## config.mk

```make
export PLATFORM = sky130hd
export DESIGN_NAME = mem_bridge
export DESIGN_NICKNAME = d
export VERILOG_FILES = /design/src/rtl/mem_bridge_pkg.sv /design/src/rtl/mem_bridge_wbuf.sv /design/src/rtl/mem_bridge.sv
export SDC_FILE = /design/constraint.sdc
export NUM_CORES = 1
export LEC_CHECK = 0
export CORE_MARGIN = 5
export CORE_UTILIZATION = 37
export CTS_CLUSTER_DIAMETER = 30
export DETAILED_ROUTE_END_ITERATION = 10
export GPL_TIMING_DRIVEN = 0
export PLACE_DENSITY = 0.77
export SYNTH_ARGS = -nofsm -noshare
export SYNTH_HDL_FRONTEND = slang
export SYNTH_SLANG_ARGS = --single-unit
```

## constraint.sdc

```tcl
create_clock -name clk -period 1.55 [get_ports clk]
set_input_delay 0.155 -clock clk [delete_from_list [all_inputs] [get_ports clk]]
set_output_delay 0.155 -clock clk [all_outputs]
set_load 0.005 [all_outputs]
```

## src/rtl/mem_bridge_pkg.sv

```systemverilog
// mem_bridge shared defines: word width, defaults, FSM encoding.
package mem_bridge_pkg;

  localparam int WORD_WIDTH     = 32;
  localparam int TIMEOUT_DEF    = 15;
  localparam int WBUF_DEPTH_DEF = 2;

  typedef logic [WORD_WIDTH-1:0] wordT;

  typedef enum logic [2:0] {
    IDLE    = 3'd0,
    RD_REQ  = 3'd1,
    RD_DONE = 3'd2,
    WR_REQ  = 3'd3,
    WR_DONE = 3'd4
  } stateT;

  function automatic logic isDone(input stateT s);
    return (s == RD_DONE) || (s == WR_DONE);
  endfunction

endpackage

```

## src/rtl/mem_bridge_wbuf.sv

```systemverilog
// mem_bridge posted-write FIFO (address + data per entry).
// Only built when MEM_BRIDGE_WBUF_EN is defined.
module mem_bridge_wbuf
  import mem_bridge_pkg::*;
#(
  parameter int DEPTH = WBUF_DEPTH_DEF
) (
  input  logic clk,
  input  logic rst,
  input  logic push,
  input  wordT pushAddr,
  input  wordT pushData,
  input  logic pop,
  output wordT headAddr,
  output wordT headData,
  output logic full,
  output logic empty
);

  localparam int PW = (DEPTH > 1) ? $clog2(DEPTH) : 1;
  localparam int CW = $clog2(DEPTH + 1);

  wordT          addrMem [DEPTH];
  wordT          dataMem [DEPTH];
  logic [PW-1:0] wrPtr;
  logic [PW-1:0] rdPtr;
  logic [CW-1:0] count;
  logic          doPush;
  logic          doPop;

  function automatic logic [PW-1:0] bump(input logic [PW-1:0] p);
    return (p == PW'(DEPTH - 1)) ? '0 : p + PW'(1);
  endfunction

  assign full     = (count == CW'(DEPTH));
  assign empty    = (count == '0);
  assign doPush   = push & ~full;
  assign doPop    = pop & ~empty;
  assign headAddr = addrMem[rdPtr];
  assign headData = dataMem[rdPtr];

  always_ff @(posedge clk or negedge rst) begin
    if (!rst) begin
      wrPtr <= '0;
      rdPtr <= '0;
      count <= '0;
    end else begin
      if (doPush) wrPtr <= bump(wrPtr);
      if (doPop)  rdPtr <= bump(rdPtr);
      unique case ({doPush, doPop})
        2'b10:   count <= count + CW'(1);
        2'b01:   count <= count - CW'(1);
        default: count <= count;
      endcase
    end
  end

  always_ff @(posedge clk) begin
    if (doPush) begin
      addrMem[wrPtr] <= pushAddr;
      dataMem[wrPtr] <= pushData;
    end
  end

endmodule

```

## src/rtl/mem_bridge.sv

```systemverilog
// mem_bridge: CPU data-memory port to req/ack bus with wait timeout.
// Define MEM_BRIDGE_WBUF_EN to post writes through mem_bridge_wbuf.
module mem_bridge
  import mem_bridge_pkg::*;
#(
  parameter int TIMEOUT    = TIMEOUT_DEF,
  parameter int WBUF_DEPTH = WBUF_DEPTH_DEF
) (
  input  logic clk,
  input  logic rst,
  input  logic cpu_read,
  input  logic cpu_write,
  input  wordT cpu_addr,
  input  wordT cpu_wdata,
  output wordT cpu_rdata,
  output logic cpu_stall,
  output logic bus_req,
  output logic bus_we,
  output wordT bus_addr,
  output wordT bus_wdata,
  input  logic bus_ack,
  input  wordT bus_rdata,
  output logic bus_err
);

  localparam int CW = $clog2(TIMEOUT + 1);

  if (TIMEOUT < 1 || WBUF_DEPTH < 1) begin : gBadParam
    $error("mem_bridge: TIMEOUT and WBUF_DEPTH must be >= 1");
  end

  stateT         state;
  logic [CW-1:0] cnt;
  logic [CW-1:0] cntNext;
  logic          reqEnd;
  logic          startWr;
  logic          startRd;
  wordT          wrAddr;
  wordT          wrData;

  assign cntNext = cnt + CW'(1);
  assign reqEnd  = bus_ack | (cntNext == CW'(TIMEOUT));

`ifdef MEM_BRIDGE_WBUF_EN
  logic wbFull;
  logic wbEmpty;
  logic wbPop;

  assign wbPop = (state == WR_REQ) & reqEnd;

  mem_bridge_wbuf #(
    .DEPTH(WBUF_DEPTH)
  ) uWbuf (
    .clk      (clk),
    .rst      (rst),
    .push     (cpu_write),
    .pushAddr (cpu_addr),
    .pushData (cpu_wdata),
    .pop      (wbPop),
    .headAddr (wrAddr),
    .headData (wrData),
    .full     (wbFull),
    .empty    (wbEmpty)
  );

  // Drain posted writes before any read so loads see stored data.
  assign startWr   = ~wbEmpty;
  assign startRd   = cpu_read & ~cpu_write & wbEmpty;
  assign cpu_stall = (cpu_write & wbFull)
                   | (cpu_read & ~cpu_write & (state != RD_DONE));
`else
  assign startWr   = cpu_write;
  assign startRd   = cpu_read & ~cpu_write;
  assign wrAddr    = cpu_addr;
  assign wrData    = cpu_wdata;
  assign cpu_stall = (cpu_read | cpu_write) & ~isDone(state);
`endif

  always_ff @(posedge clk or negedge rst) begin
    if (!rst) begin
      state     <= IDLE;
      cnt       <= '0;
      bus_req   <= 1'b0;
      bus_we    <= 1'b0;
      bus_addr  <= '0;
      bus_wdata <= '0;
      cpu_rdata <= '0;
      bus_err   <= 1'b0;
    end else begin
      bus_err <= 1'b0;
      unique case (state)
        IDLE: begin
          cnt <= '0;
          if (startWr) begin
            state     <= WR_REQ;
            bus_req   <= 1'b1;
            bus_we    <= 1'b1;
            bus_addr  <= wrAddr;
            bus_wdata <= wrData;
          end else if (startRd) begin
            state    <= RD_REQ;
            bus_req  <= 1'b1;
            bus_we   <= 1'b0;
            bus_addr <= cpu_addr;
          end
        end
        RD_REQ, WR_REQ: begin
          if (reqEnd) begin
            bus_req <= 1'b0;
            bus_err <= ~bus_ack;
            state   <= (state == RD_REQ) ? RD_DONE : WR_DONE;
            if (state == RD_REQ)
              cpu_rdata <= bus_ack ? bus_rdata : '0;
          end else begin
            cnt <= cntNext;
          end
        end
        RD_DONE, WR_DONE: state <= IDLE;
        default:          state <= IDLE;
      endcase
    end
  end

endmodule

```

==> run summary <==
Status: finished, violations left
Failing checks: negative setup slack
Asr flop ratio synth: 1.00
Initial antenna violation count: 0
Reg-to-Reg Start: cnt[0]$_DFFE_PN0P_
Final setup fails: 100
Chip Height: 116 um
Pwr per Cell Area: 1990 mW/mm2
Layout fillers: 804
Initial drt markers: 189
Tightest Hold Check Type: input pin to asynchronous set/reset pin
Sequential cell area: 0.00266 mm2
CTS H-tree depth: 3
Remaining global-route overflow: 0
Clk_skew: 0.0101 ns
Count of input and output buffers: 200
Reg2reg setup slack: -0.18 ns
Worst setup path class: flop to flop
Die width: 116 um
Area growth from synthesis to layout: 76.2%
ANT cells: 0
Largest net degree at the start of global routing: 61
Vias: 3139
CP max stage delay: 0.47 ns
Area of the multi-input gates: 0.00166 mm2
Setup crit start kind: flop
Post-DP HPWL: 8530 um
Rel. slew slack: 0.590
CTS Root Cell: clkbuf_16
# rows: 38
Initial Utilization: 0.380
LEAKAGE: 3.23 nW
1st-pass router iterations: 4
Synth top area share: 0.638
Die footprint: 0.0135 mm2
Peak VDD IR: 0.000998 V
F_max: 0.578 GHz
Mean post-synth cell area: 15.3 um2
Crit path launch: cnt[0]$_DFFE_PN0P_
Post-route setup slack: -0.179 ns
DR WL/cell: 18.4 um
Post-synth EDFFs: 0
Setup slack at placement: -0.301 ns
Placer Congestion: 0.712
Syn_nets: 374
Slew Limit Fails: 0
I/O pin cnt: 201
Yosys cell types: 39
Longest Clk Path Bufs: 2
Total Nets Final: 612
Critical path endpoint category: flop
Remaining DRCs: 0
Final hold vios: 0
Final min period: 1.73 ns
Max-cap viol count: 0
Fin util: 0.669
Seq cells post-synth: 106
Synth warn: 0
Number of nets still failing antenna checks after routing: 0
Clock-pin slew on the worst setup and hold paths: 0.07 ns
Worst Max-Slew Pin Slew: 0.615 ns
Required @ worst endpoint: 1.80 ns
Syn Inst Count: 271
Mapped Area: 0.00416 mm2
Clock Latency Late Sink: 0.34 ns
Cell taking the most area after synthesis: dfrtp_1
Routed WL: 12100 um
Most frequent cell after synthesis: dfrtp_1
Post-synthesis sequential area ratio: 0.638
CTS Sinks: 106
Post-synth top cells: 106 x dfrtp_1, 62 x mux2_2, 32 x a22o_1, 9 x buf_6
GR Util All Layers: 0.177
Cell at the slowest stage of the critical path: dfrtp_2
Vias in the first global route: 3413
Placed cells: 612
Layout cells sized above 1: 0.280
Worst path cell trace: and3b_2, o2111a_2, buf_6, buf_6, nor2_4, mux2i_1
Final period utilization: 1.12
Worst Path Max Fanout: 6
Unrepaired setup endpoints after global routing: true
Global-route wire length before repair: 18400 um
Worst hold slack: 0.361 ns
Most used cell, CP: buf_6
Non-filler cells, final: 654
Synth area leaders: dfrtp_1 64%, mux2_2 17%, a22o_1 6.7%, buf_6 2.4%, mux2i_1 0.72%
Data arrival time of the critical path: 1.98 ns
CTS Buf Count: 9
Core ar.: 0.0109 mm2
Top FF cell, synth: dfrtp_1
Vias per inst: 4.80
TritonCTS clock tree: done
layout make-up:
class                      count  area share
sequential                   106       0.363
timing repair buffer         229       0.317
multi-input combinational    144       0.227
clock buffer                  10      0.0326
tap                          140      0.0239
buffer                        12      0.0231
clock inverter                 6     0.00889
inverter                       7     0.00393
cells in the final DEF (no fill, tap or decap), types with 2 or more instances in the layout:
cell type / instances
ha_4: 2
mux2i_1: 3
clkbuf_16: 9
buf_8: 8
nand3_1: 2
buf_6: 12
nand2b_1: 2
nor2_4: 2
dfrtp_2: 4
inv_1: 5
buf_12: 5
dfrtp_1: 102
nand2_1: 4
nor2_1: 5
clkinv_2: 2
clkdlybuf4s50_1: 198
mux2_4: 64
and2_1: 2
buf_4: 14
a22o_1: 32
o21ai_0: 2
cell families after synthesis:
group	after synthesis	synth area share
AOI/OAI and AO/OA	44	0.0924
xor gates and xnor gates	2	0.00422
adders and majority gates	2	0.00602
buffers and inverters	21	0.0364
DFF	106	0.638
muxes	67	0.181
and+or+nand+nor	29	0.0419
worst max-delay path, delay by kind of cell, from the launching register on:
| family | cells | cell delay, ns |
|---|---|---|
| DFF | 1 | 0.47 |
| and+or+nand+nor | 2 | 0.41 |
| buffers and inverters | 2 | 0.24 |
| muxes | 1 | 0.21 |
| AOI/OAI and AO/OA | 1 | 0.30 |
through the flow:
stage               setup TNS, ns  cell area, um2  power (mW)
floorplan                   -7.23            4280        7.60
global placement          -397.84            6460        10.9
detailed placement         -19.22            6480        11.1
CTS                        -14.38            7190        14.5
global route               -14.78            7320        15.3
finish                     -10.40            7320        14.5
flip-flops by register name, indices dropped and copies added (netlist names):
| register | count |
|---|---|
| bus_we | 1 |
| bus_req | 1 |
| state | 3 |
| bus_addr | 32 |
| cnt | 4 |
| cpu_rdata | 32 |
| bus_err | 1 |
| bus_wdata | 32 |
worst paths after layout:
check,end,cells past startpoint
setup reg to reg,cnt[1]$_DFFE_PN0P_,6
max in group asynchronous,cnt[0]$_DFFE_PN0P_,3
setup / recovery,cnt[1]$_DFFE_PN0P_,6
hold reg to reg,cpu_rdata[29]$_DFFE_PN0P_,1
hold / removal,bus_addr[6]$_DFFE_PN0P_,2
min in group clk,cpu_rdata[6]$_DFFE_PN0P_,2
layer usage:
metal  track usage  wire length (um)  vias to the layer above
li1              -                 -                     1458
met1         0.223              4790                     1559
met2         0.307              6310                      107
met3        0.0350               781                       15
met4        0.0596               174                        0
met5             0                 0                        -
power breakdown:
group	total (mW)	switching, mW	internal (mW)	leakage, nW
Combinational	7.33	2.25	5.08	1.81
Clock	2.31	1.01	1.30	0.149
Sequential	4.91	0.797	4.11	1.28
what timing repair did:
item                                   CTS  global route
cloned                                   6             0
setup endpoints to repair              104           105
hold buffers                             1             0
endpoints found under the hold margin   46             0
pin swaps                               14            27
resized for setup                       73            23
setup buffers                           15             7
Power figures use the tool's default switching activity.
